===== src/rtl/counter_m_monitor_if.sv =====
// Bundle of the signals between an observed mod-M counter and its monitor.
// The master drives the sampled counter and the clear; the monitor (slave) reports lock and error status.
// The interface itself has no storage and no flow control.
interface counter_m_monitor_if #(
  parameter int ERRW = 8
);
  logic            enable;
  logic [3:0]      count_M;
  logic            carry_out_M;
  logic            clear;
  logic            locked;
  logic            err_pulse;
  logic            err_sticky;
  logic [ERRW-1:0] err_count;
  logic [ERRW-1:0] wrap_count;

  modport master (
    output enable, count_M, carry_out_M, clear,
    input  locked, err_pulse, err_sticky, err_count, wrap_count
  );

  modport slave (
    input  enable, count_M, carry_out_M, clear,
    output locked, err_pulse, err_sticky, err_count, wrap_count
  );
endinterface


===== src/rtl/counter_m_monitor.sv =====
// Checks an observed mod-M counter (sequence, range, carry) and keeps error/wrap tallies.
// Latency: verdicts are registered; err_pulse and the tallies update at the edge that samples the fault.
// No backpressure: the monitor samples every edge and never stalls the observed counter.
module counter_m_monitor #(
  parameter int M    = 10,
  parameter int ERRW = 8
) (
  input  logic                  clk,
  input  logic                  Reset,
  counter_m_monitor_if.slave    bus
);

  typedef enum logic {ACQUIRE = 1'b0, LOCKED = 1'b1} state_t;

  localparam logic [3:0] MAX_CNT = 4'(M - 1);
  localparam logic [4:0] MOD_5   = 5'(M);

  state_t          state, state_nxt;
  logic [3:0]      prev_count;
  logic            prev_en;
  logic            locked_q;
  logic            err_pulse_q;
  logic            err_sticky_q;
  logic [ERRW-1:0] err_count_q;
  logic [ERRW-1:0] wrap_count_q;

  logic            range_err;
  logic            seq_err;
  logic            carry_err;
  logic            carry_exp;
  logic            fail;
  logic            wrap_hit;
  logic [3:0]      exp_count;

  // Evaluate all checks on the current sample and choose the next state.
  always_comb begin
    state_nxt = state;
    fail      = 1'b0;
    wrap_hit  = 1'b0;
    range_err = ({1'b0, bus.count_M} >= MOD_5);
    exp_count = prev_en ? ((prev_count == MAX_CNT) ? 4'd0 : prev_count + 4'd1) : prev_count;
    seq_err   = (bus.count_M != exp_count);
    carry_exp = (bus.count_M == MAX_CNT) && bus.enable;
    carry_err = (bus.carry_out_M != carry_exp);
    case (state)
      ACQUIRE: begin
        fail      = range_err;
        state_nxt = range_err ? ACQUIRE : LOCKED;
      end
      LOCKED: begin
        // Multiple simultaneous failures collapse into one fail.
        fail      = seq_err | range_err | carry_err;
        state_nxt = range_err ? ACQUIRE : LOCKED;
        wrap_hit  = prev_en && (prev_count == MAX_CNT) && (bus.count_M == 4'd0);
      end
      default: state_nxt = ACQUIRE;
    endcase
    if (bus.clear) begin
      state_nxt = ACQUIRE;
    end
  end

  // State register.
  always_ff @(posedge clk or negedge Reset) begin
    if (!Reset) begin
      state <= ACQUIRE;
    end else begin
      state <= state_nxt;
    end
  end

  // Reference sample, status flags and tallies.
  always_ff @(posedge clk or negedge Reset) begin
    if (!Reset) begin
      prev_count   <= 4'd0;
      prev_en      <= 1'b0;
      locked_q     <= 1'b0;
      err_pulse_q  <= 1'b0;
      err_sticky_q <= 1'b0;
      err_count_q  <= '0;
      wrap_count_q <= '0;
    end else if (bus.clear) begin
      prev_count   <= 4'd0;
      prev_en      <= 1'b0;
      locked_q     <= 1'b0;
      err_pulse_q  <= 1'b0;
      err_sticky_q <= 1'b0;
      err_count_q  <= '0;
      wrap_count_q <= '0;
    end else begin
      // Every edge re-seeds from the current sample, which also covers the
      // re-seed after a sequence/range failure.
      prev_count  <= bus.count_M;
      prev_en     <= bus.enable;
      // locked mirrors the state register one edge later.
      locked_q    <= (state == LOCKED);
      err_pulse_q <= fail;
      if (fail) begin
        err_sticky_q <= 1'b1;
        if (err_count_q != {ERRW{1'b1}}) begin
          err_count_q <= err_count_q + 1'b1;
        end
      end
      if (wrap_hit) begin
        wrap_count_q <= wrap_count_q + 1'b1;
      end
    end
  end

  assign bus.locked     = locked_q;
  assign bus.err_pulse  = err_pulse_q;
  assign bus.err_sticky = err_sticky_q;
  assign bus.err_count  = err_count_q;
  assign bus.wrap_count = wrap_count_q;

endmodule


===== src/flat_wrapper.sv =====
// flat-port wrapper written by rule: the top's interface ports become plain ports
module counter_m_monitor_flat 
#(
  parameter int M    = 10,
  parameter int ERRW = 8
)
  (clk, Reset, bus_enable, bus_count_M, bus_carry_out_M, bus_clear, bus_locked, bus_err_pulse, bus_err_sticky, bus_err_count, bus_wrap_count);
  counter_m_monitor_if #(.ERRW(ERRW)) bus_i ();
  input  logic clk;
  input  logic Reset;
  input wire logic [$bits(bus_i.enable)-1:0] bus_enable;
  input wire logic [$bits(bus_i.count_M)-1:0] bus_count_M;
  input wire logic [$bits(bus_i.carry_out_M)-1:0] bus_carry_out_M;
  input wire logic [$bits(bus_i.clear)-1:0] bus_clear;
  output wire logic [$bits(bus_i.locked)-1:0] bus_locked;
  output wire logic [$bits(bus_i.err_pulse)-1:0] bus_err_pulse;
  output wire logic [$bits(bus_i.err_sticky)-1:0] bus_err_sticky;
  output wire logic [$bits(bus_i.err_count)-1:0] bus_err_count;
  output wire logic [$bits(bus_i.wrap_count)-1:0] bus_wrap_count;
  assign bus_i.enable = bus_enable;
  assign bus_i.count_M = bus_count_M;
  assign bus_i.carry_out_M = bus_carry_out_M;
  assign bus_i.clear = bus_clear;
  assign bus_locked = bus_i.locked;
  assign bus_err_pulse = bus_i.err_pulse;
  assign bus_err_sticky = bus_i.err_sticky;
  assign bus_err_count = bus_i.err_count;
  assign bus_wrap_count = bus_i.wrap_count;
  counter_m_monitor #(.M(M), .ERRW(ERRW)) u_core (.clk(clk), .Reset(Reset), .bus(bus_i));
endmodule

===== config.mk =====
export PLATFORM = sky130hd
export DESIGN_NAME = counter_m_monitor_flat
export DESIGN_NICKNAME = d
export VERILOG_FILES = /design/src/rtl/counter_m_monitor_if.sv /design/src/rtl/counter_m_monitor.sv /design/src/flat_wrapper.sv
export SDC_FILE = /design/constraint.sdc
export NUM_CORES = 1
export LEC_CHECK = 0
export BUFFER_PORTS_ARGS = -buffer_cell sky130_fd_sc_hd__clkbuf_2
export CAP_MARGIN = 20
export CELL_PAD_IN_SITES_DETAIL_PLACEMENT = 1
export CELL_PAD_IN_SITES_GLOBAL_PLACEMENT = 1
export CORE_ASPECT_RATIO = 0.7
export CORE_UTILIZATION = 42
export CTS_CLUSTER_DIAMETER = 200
export CTS_CLUSTER_SIZE = 8
export DETAILED_ROUTE_END_ITERATION = 10
export PLACE_DENSITY_LB_ADDON = 0.1
export SLEW_MARGIN = 10
export SYNTH_ARGS = -nofsm -noshare
export SYNTH_HDL_FRONTEND = slang
export SYNTH_SLANG_ARGS = --single-unit
export TNS_END_PERCENT = 1

===== constraint.sdc =====
create_clock -name clk -period 2.8 [get_ports clk]
set_clock_uncertainty 0.1 [all_clocks]
set_input_delay 0.14 -clock clk [delete_from_list [all_inputs] [get_ports clk]]
set_output_delay 0.14 -clock clk [all_outputs]
set_load 0.01 [all_outputs]

==> results.sh, run 1 <==
export IMPL_grt_pass1_wl_mm=5.62
export IMPL_gp_congestion=0.816
export IMPL_cts_sinks=25
export IMPL_clock_fmax_mhz=461
export IMPL_final_common_cell="clkbuf_2"
export IMPL_peakVddDrop_v=0.000274
export IMPL_core_area_sq_mm=0.00325
export IMPL_crit_buf_inv=0
export IMPL_dp_final_hpwl_mm=2.44
export IMPL_boundaryPins=28
export IMPL_antenna_found_initial=0
export IMPL_cp_slowest_stage_delay_ns=0.43
export IMPL_yosysUniqueCellTypes=51
export IMPL_slew_violations=0
export IMPL_synth_top_cell_area_share_pct=42.3
export IMPL_cts_resized=0
export IMPL_crit_path_top_delay_cell="dfrtp_1"
export IMPL_arrival_ns=2.22
export IMPL_setup_tns_ns=0
export IMPL_synthTopCellsByArea="dfrtp_1 42%, nor2b_1 5.1%, nor2_1 4.6%, mux2_4 3.0%, xor2_1 2.4%"
export IMPL_relSlewSlack_pct=56.6
export IMPL_drtIter0Drc=22
export IMPL_ys_seq_area_share_pct=42.3
export IMPL_drtPass1Iterations=4
export IMPL_critPathMaxFanout=5
export IMPL_num_fill_cells=378
export IMPL_p_per_area_mw_per_mm2=413
export IMPL_synthFlopType="dfrtp_1"
export IMPL_drv_cap=0
export IMPL_insertion_delay_ns=0.27
export IMPL_period_minus_slack_ns=2.17
export IMPL_num_rows=17
export IMPL_yosys_register_bits=25
export IMPL_cts_path_max_buffers=2
export IMPL_async_flop_share_pct=100
export IMPL_n_antenna_cell=0
export IMPL_die_h_microns=51.6
export IMPL_crit_chain="and4b_1 > o21a_1 > or3_4 > a31o_2 > o21ai_2 > mux2_1"
export IMPL_status="finished clean"
export IMPL_synth_largest_area_cell="dfrtp_1"
export IMPL_post_cts_setup_buffers=0
export IMPL_finalSetupViolCount=0
export IMPL_critical_path_top_delay_family="compound AO/OA/AOI/OAI gates"
export IMPL_finalCritPeriodShare_pct=77.4
export IMPL_power_leakage_uw=0.000777
export IMPL_synth_edf_count=0
export IMPL_cp_start_kind="flop"
export IMPL_port_buffers=27
export IMPL_syn_num_nets=156
export IMPL_via_per_inst=5.33
export IMPL_grt_usage_pct=19.7
export IMPL_cts_tree="yes"
export IMPL_cts_buffers_inserted=3
export IMPL_wirelength_mm=3.27
export IMPL_syn_area_sq_mm=0.00148
export IMPL_start_util_pct=45.4
export IMPL_root_buffer="clkbuf_8"
export IMPL_cts_htree_levels=1
export IMPL_critical_path_class="reg2reg"
export IMPL_overflow=0
export IMPL_syn_avg_cell_area_sq_um=10.2
export IMPL_rsz0062_at_grt="no"
export IMPL_num_vias=1177
export IMPL_yosysWarningCount=0
export IMPL_wl_per_cell_microns=14.8
export IMPL_path_clk_slew_ns=0.08
export IMPL_worst_pin_slew_ns=0.651
export IMPL_drc=0
export IMPL_layout_common_cells="27 x clkbuf_2, 25 x dfrtp_1, 18 x nor2_1, 12 x nor2b_1, 8 x nand2_1"
export IMPL_required_ns=2.85
export IMPL_drive_above_1_share_pct=29.9
export IMPL_grt_pass1_vias=1137
export IMPL_endpoint_kind="flop"
export IMPL_finalHoldViolCount=0
export IMPL_hold_class="in2reg"
export IMPL_nNetsFinal=186
export IMPL_area_delta_synth_final_pct=16.3
export IMPL_dieWidth_microns=72.9
export IMPL_die_area_sq_mm=0.00376
export IMPL_grt_max_degree=33
export IMPL_ant_nets=0
export IMPL_netlist_instances=145
export IMPL_whs_ns=0.0783
==> sequential cells by signal, indices dropped and copies added, names as in the netlist <==
signal and count:
u_core.prev_count 4, u_core.bus.err_count 8, u_core.state 1, u_core.bus.err_sticky 1, u_core.bus.locked 1, u_core.bus.wrap_count 8, u_core.prev_en 1, u_core.bus.err_pulse 1
==> where the power goes <==
| group | switching [uW] | internal, uW | leakage [uW] | total (uW) |
|---|---|---|---|---|
| sequential | 16.4 | 373 | 0.000337 | 390 |
| combinational | 61.6 | 43.9 | 0.000418 | 106 |
| clock | 114 | 101 | 0.0000217 | 215 |
| total | 192 | 518 | 0.000777 | 710 |
==> what timing repair did <==
action / in CTS / in global routing
hold buffers: 2 / 0
setup endpoints to repair: 0 / 0
hold endpoints to repair: 26 / 0
==> cells in the mapped netlist (2+ instances only) <==
cell type,count
mux2_1,3
mux2_4,3
nand4_1,2
nand2_1,8
a21oi_1,5
nor2_1,18
buf_4,2
xnor2_1,2
and3_1,3
nand3_1,4
inv_1,2
or3_1,3
nor2b_1,12
dfrtp_1,25
ha_1,2
a21oi_2,3
nand2b_1,3
o21ai_0,6
mux2i_1,2
o21ai_1,2
xor2_1,4
or4_1,2
==> final cells by class <==
cell class                      instances  area (sq um)  share of cell area [%]
Clock buffer                            3          41.3                    2.40
Tap cell                               47          58.8                    3.42
Inverter                                2          7.51                   0.437
Timing Repair Buffer                   29           155                    9.03
Sequential cell                        25           626                    36.4
Clock inverter                          1          7.51                   0.437
Multi-Input combinational cell        114           822                    47.9
==> per-layer routing <==
layer	wire, microns	global-route usage, %
met5	0	0
met1	1740	28.6
met3	115	4.65
met2	1400	30.5
met4	14	2.94
==> worst reg2reg max path: cells and delay by family, from the launching register on <==
family / cells / cell delay (ns)
AO/OA/AOI/OAI: 3 / 0.63
AND/OR/NAND/NOR: 2 / 0.57
flip-flops: 1 / 0.43
multiplexers: 1 / 0.33
==> stage by stage <==
step                      setup slack, ns  instance area, sq um  std cells  util, %  power [uW]
after floorplan                     0.730                  1480        145        -         460
after global placement              0.678                  1650        215     50.7         496
after detailed placement            0.643                  1650        215     50.7         501
after CTS                           0.622                  1720        221     52.8         726
after global routing                0.542                  1720        221     52.8         748
final                               0.632                  1720        221     52.8         710
==> logic make-up (layout without fill, tap and decap cells) <==
kind of cell / Yosys count / after routing / share of synthesized area (%)
compound gates: 30 / 30 / 17.1
xor+xnor: 6 / 6 / 3.56
fa+ha+maj: 2 / 2 / 1.69
buf+inv: 6 / 35 / 2.03
flops: 25 / 25 / 42.3
mux: 8 / 8 / 6.69
simple gates: 68 / 68 / 26.6
==> worst paths after layout <==
kind | startpoint | endpoint | slack, ns | cells past startpoint
max reg2reg | u_core.prev_count[2]$_DFF_PN0_ | u_core.bus.err_count[5]$_DFFE_PN0P_ | 0.63 | 6
max in group asynchronous | Reset | u_core.prev_count[2]$_DFF_PN0_ | 1.86 | 2
min | bus_count_M[2] | u_core.prev_count[2]$_DFF_PN0_ | 0.08 | 2
max | u_core.prev_count[2]$_DFF_PN0_ | u_core.bus.err_count[5]$_DFFE_PN0P_ | 0.63 | 6
min reg2reg | u_core.bus.err_sticky$_DFFE_PN0P_ | u_core.bus.err_sticky$_DFFE_PN0P_ | 0.47 | 2
min in group asynchronous | Reset | u_core.bus.err_count[1]$_DFFE_PN0P_ | 0.32 | 2
(Power assumes the default switching activity.)
==> run 2, diff against run 1 <==
CORE_UTILIZATION = 38   (was 42)
clock period = 1.95 ns   (was 2.8 ns; I/O delays follow)
==> run 2 against run 1 <==
Compared with the run above:
- the flow now finishes with violations (setup timing)
- non-clock buffer count grew 12
- sequential cell count is the same
- worst setup slack lost 0.81 ns
- clock-buffer cell count grew 1
- sequential share of layout area shrank 3.5 points
- hold slack lost 0.038 ns
- global-route usage grew 0.11 points
- final area grew 11%
- critical path type unchanged
==> results.sh, run 2 (same netlist as run 1, synthesis figures left out) <==
export IMPL_status="finished, violations left"
export IMPL_violations="setup timing"
export IMPL_overflow=0
export IMPL_cp_slowest_stage_delay_ns=0.42
export IMPL_cts_htree_levels=1
export IMPL_path_clk_slew_ns=0.09
export IMPL_placed_cells_incl_taps=230
export IMPL_dieWidth_microns=76.5
export IMPL_num_rows=18
export IMPL_gp_congestion=0.807
export IMPL_multiInputGateArea_sq_um=915
export IMPL_crit_path_top_delay_cell="dfrtp_1"
export IMPL_antenna_found_initial=0
export IMPL_seq_area_sq_um=627
export IMPL_cts_sinks=25
export IMPL_rrSetupSlack_ns=-0.18
export IMPL_cts_buffers_inserted=3
export IMPL_drc=0
export IMPL_dp_final_hpwl_mm=2.94
export IMPL_critical_path_top_delay_family="compound AO/OA/AOI/OAI gates"
export IMPL_peakVddDrop_v=0.000219
export IMPL_grt_max_degree=26
export IMPL_p_per_area_mw_per_mm2=561
export IMPL_required_ns=2.01
export IMPL_final_common_cell="clkbuf_2"
export IMPL_wirelength_mm=3.81
export IMPL_area_delta_synth_final_pct=28.7
export IMPL_clock_fmax_mhz=469
export IMPL_num_fill_cells=393
export IMPL_finalSetupViolCount=8
export IMPL_cts_tree="yes"
export IMPL_finalCritPeriodShare_pct=109
export IMPL_grt_pass1_wl_mm=6.19
export IMPL_root_buffer="clkbuf_8"
export IMPL_critPathMaxFanout=5
export IMPL_drive_above_1_share_pct=40.9
export IMPL_hold_class="in2reg"
export IMPL_num_vias=1245
export IMPL_die_h_microns=54.2
export IMPL_rsz0062_at_grt="yes"
export IMPL_slew_violations=0
export IMPL_cts_path_max_buffers=2
export IMPL_worst_pin_slew_ns=0.662
export IMPL_relSlewSlack_pct=55.9
export IMPL_boundaryPins=28
export IMPL_ant_nets=0
export IMPL_drv_cap=0
export IMPL_worst_slack_ns=-0.182
export IMPL_via_per_inst=5.28
export IMPL_nNetsFinal=198
export IMPL_arrival_ns=2.19
export IMPL_cp_start_kind="flop"
export IMPL_place_ws_ns=-0.257
export IMPL_whs_ns=0.0399
export IMPL_port_buffers=27
export IMPL_endpoint_kind="flop"
export IMPL_core_area_sq_mm=0.00363
export IMPL_period_minus_slack_ns=2.13
export IMPL_critical_path_class="reg2reg"
export IMPL_grt_usage_pct=19.8
export IMPL_finalHoldViolCount=0
export IMPL_grt_pass1_vias=1233
export IMPL_drtIter0Drc=50
export IMPL_layout_common_cells="27 x clkbuf_2, 24 x dfrtp_1, 18 x nor2_1, 12 x nor2b_1, 12 x buf_4"
export IMPL_start_util_pct=40.8
export IMPL_crit_chain="and2_2 > a211o_1 > a31oi_4 > o31ai_4 > a211oi_2 > mux2_4"
export IMPL_n_antenna_cell=0
export IMPL_wl_per_cell_microns=16.1
export IMPL_die_area_sq_mm=0.00415
export IMPL_drtPass1Iterations=4
export IMPL_finalNonFillerCells=236
export IMPL_power_leakage_uw=0.000868
export IMPL_crit_buf_inv=0
export IMPL_insertion_delay_ns=0.27
run 2: timing repair:
action | CTS | global route
hold buffers | 2 | 0
setup buffers | 0 | 0
gates cloned | 0 | 0
resized for setup | 4 | 12
hold endpoints to repair | 26 | 0
pin swaps | 1 | 0
setup endpoints to repair | 10 | 13
run 2: report_power, final:
part	switching [uW]	total [uW]	internal, uW
combinational	113	200	87.6
clock	165	311	146
sequential	19.3	556	536
total	297	1070	770
run 2: worst reg2reg max path: cells and delay by family (launching register included):
kind	cells	cell delay (ns)
flip-flops	1	0.42
multiplexers	1	0.32
AND/OR/NAND/NOR	1	0.24
AO/OA/AOI/OAI	4	0.93
run 2: stage by stage:
| stage | TNS (ns) | area, sq um | util (%) | power [uW] |
|---|---|---|---|---|
| final | -1.02 | 1900 | 52.4 | 1070 |
| after global routing | -1.83 | 1900 | 52.4 | 1120 |
| after CTS | -1.03 | 1850 | 50.9 | 1060 |
| after detailed placement | -1.59 | 1760 | 48.5 | 748 |
| after global placement | -0.465 | 1760 | 48.5 | 737 |
| after floorplan | -0.318 | 1490 | - | 665 |
run 2: path summary, 6_finish.rpt:
path	endpoint	depth (start not counted)	startpoint
max in group asynchronous	u_core.prev_count[1]$_DFF_PN0_	2	Reset
hold / removal	u_core.prev_count[2]$_DFF_PN0_	2	bus_count_M[2]
setup reg to reg	u_core.bus.err_count[3]$_DFFE_PN0P_	6	u_core.prev_en$_DFF_PN0_
setup / recovery	u_core.bus.err_count[3]$_DFFE_PN0P_	6	u_core.prev_en$_DFF_PN0_
hold reg to reg	u_core.bus.err_sticky$_DFFE_PN0P_	2	u_core.bus.err_sticky$_DFFE_PN0P_
min in group asynchronous	u_core.bus.locked$_DFF_PN0_	2	Reset
run 2: metal layers:
layer  track usage (%)  share of wire, %  vias up
met4              2.88              0.37        0
met1              26.6                50      624
met2              33.9                46       24
met3              4.41               3.8        2
met5                 0                 0        -
li1                  -                 -      595
run 2: area by class of cell:
cell class                      instances  area share (%)
Multi-Input combinational cell        114            48.1
Sequential cell                        25            33.0
Timing Repair Buffer                   41            12.9
Tap cell                               50            3.29
Clock buffer                            4            2.37
Inverter                                2           0.395
==> run 3, diff against run 2 <==
CORE_UTILIZATION = 42   (was 38)
CTS_CLUSTER_SIZE = not set   (was 8)
clock period = 2.2 ns   (was 1.95 ns; I/O delays follow)
==> run 3 against run 2 <==
Compared with the run above:
- the flow now finishes without violations
- critical path depth unchanged
- clock power is 11% lower
- maximum frequency up 0.22%
- via count shrank 1.7%
- die area fell by 9.2%
- critical path type unchanged
- critical endpoint is now u_core.bus.err_count[5]$_DFFE_PN0P_
==> results.sh, run 3 (same netlist as run 1, synthesis figures left out) <==
export IMPL_required_ns=2.26
export IMPL_drv_cap=0
export IMPL_wl_per_cell_microns=15.6
export IMPL_power_total_uw=925
export IMPL_start_util_pct=45.4
export IMPL_critical_path_class="reg2reg"
export IMPL_root_buffer="clkbuf_8"
export IMPL_boundaryPins=28
export IMPL_worst_slack_ns=0.0727
export IMPL_port_buffers=27
export IMPL_die_area_sq_mm=0.00376
export IMPL_dieWidth_microns=72.9
export IMPL_arrival_ns=2.18
export IMPL_via_per_inst=5.39
export IMPL_period_minus_slack_ns=2.13
export IMPL_grt_pass1_wl_mm=5.89
export IMPL_grt_pass1_vias=1213
export IMPL_worst_pin_slew_ns=0.661
export IMPL_slew_violations=0
export IMPL_power_leakage_uw=0.000818
export IMPL_drc=0
export IMPL_whs_ns=0.0516
export IMPL_grt_max_degree=33
export IMPL_dp_final_hpwl_mm=2.50
export IMPL_num_rows=17
export IMPL_critical_path_top_delay_family="compound AO/OA/AOI/OAI gates"
export IMPL_cts_htree_levels=1
export IMPL_final_common_cell="clkbuf_2"
export IMPL_r2r_start="u_core.prev_count[2]$_DFF_PN0_"
export IMPL_placed_cells_incl_taps=218
export IMPL_cts_tree="yes"
export IMPL_num_fill_cells=375
export IMPL_crit_buf_inv=0
export IMPL_die_h_microns=51.6
export IMPL_seq_area_sq_um=626
export IMPL_peakVddDrop_v=0.000394
export IMPL_final_util_pct=55.3
export IMPL_wl_met1_mm=1.83
export IMPL_nNetsFinal=192
export IMPL_multiInputGateArea_sq_um=860
export IMPL_wirelength_mm=3.53
export IMPL_cp_slowest_stage_delay_ns=0.40
export IMPL_status="finished clean"
export IMPL_num_vias=1224
export IMPL_place_ws_ns=0.0134
export IMPL_finalSetupViolCount=0
export IMPL_overflow=0
export IMPL_dr_max_layer_used="met4"
export IMPL_finalHoldViolCount=0
export IMPL_path_clk_slew_ns=0.09
export IMPL_crit_path_top_delay_cell="dfrtp_1"
export IMPL_grt_usage_pct=20.6
export IMPL_startpoint="u_core.prev_count[2]$_DFF_PN0_"
export IMPL_cts_path_max_buffers=2
export IMPL_antenna_found_initial=0
export IMPL_hold_class="in2reg"
export IMPL_critPathMaxFanout=5
export IMPL_dr_wl_met2_mm=1.55
export IMPL_drtIter0Drc=53
export IMPL_drtPass1Iterations=2
export IMPL_n_antenna_cell=0
export IMPL_drive_above_1_share_pct=35.6
export IMPL_p_per_area_mw_per_mm2=514
export IMPL_cp_start_kind="flop"
export IMPL_relSlewSlack_pct=55.9
export IMPL_cts_buffers_inserted=3
export IMPL_core_area_sq_mm=0.00325
export IMPL_finalNonFillerCells=227
export IMPL_hold_path_startpoint="bus_count_M[3]"
export IMPL_wl_met3_microns=111
export IMPL_ant_nets=0
export IMPL_clock_fmax_mhz=470
export IMPL_endpoint_kind="flop"
export IMPL_gp_congestion=0.771
export IMPL_area_delta_synth_final_pct=21.8
export IMPL_finalCritPeriodShare_pct=96.7
export IMPL_insertion_delay_ns=0.27
export IMPL_layout_common_cells="27 x clkbuf_2, 25 x dfrtp_1, 18 x nor2_1, 12 x nor2b_1, 8 x nand2_1"
export IMPL_cts_sinks=25
export IMPL_crit_chain="and4b_1 > o21a_1 > or3_4 > a31o_4 > o21ai_2 > mux2_1"
[run 3: area by class of cell]
class,instances,area share (%)
clock inverter,1,0.417
tap,47,3.27
clock buffer,3,2.29
multi-input combinational,114,47.7
timing repair buffer,35,11.1
inverter,2,0.417
sequential,25,34.7
[run 3: per-layer routing]
layer	global-route usage (%)	up-vias
met5	0	-
met4	4.25	0
met3	4.65	6
met2	33.2	26
met1	28.6	603
li1	-	589
[run 3: path summary, 6_finish.rpt]
check                                                      end  slack [ns]  depth (start not counted)
hold reg to reg              u_core.bus.err_sticky$_DFFE_PN0P_        0.45                          2
min in group asynchronous  u_core.bus.err_count[1]$_DFFE_PN0P_        0.29                          2
setup reg to reg           u_core.bus.err_count[5]$_DFFE_PN0P_        0.07                          6
hold / removal                  u_core.prev_count[3]$_DFF_PN0_        0.05                          2
setup / recovery           u_core.bus.err_count[5]$_DFFE_PN0P_        0.07                          6
max in group asynchronous       u_core.prev_count[0]$_DFF_PN0_        1.28                          2
[run 3: stage by stage]
stage,TNS (ns),area (sq um)
finish,0,1800
global route,-0.0226,1800
CTS,0,1760
detailed placement,0,1670
global placement,0,1670
floorplan,0,1480
[run 3: repair_timing]
action | 4_1_cts | 5_1_grt
buffers inserted | 2 | 1
hold buffers | 2 | 0
pin swaps | 0 | 4
endpoints found under the hold margin | 26 | 0
gates resized for setup | 0 | 11
endpoints found under the setup margin | 1 | 5
[run 3: power by group]
part	leakage (uW)	switching (uW)	internal, uW
Clock	0.0000217	150	128
Combinational	0.000459	88.6	64.6
Sequential	0.000337	18.1	475
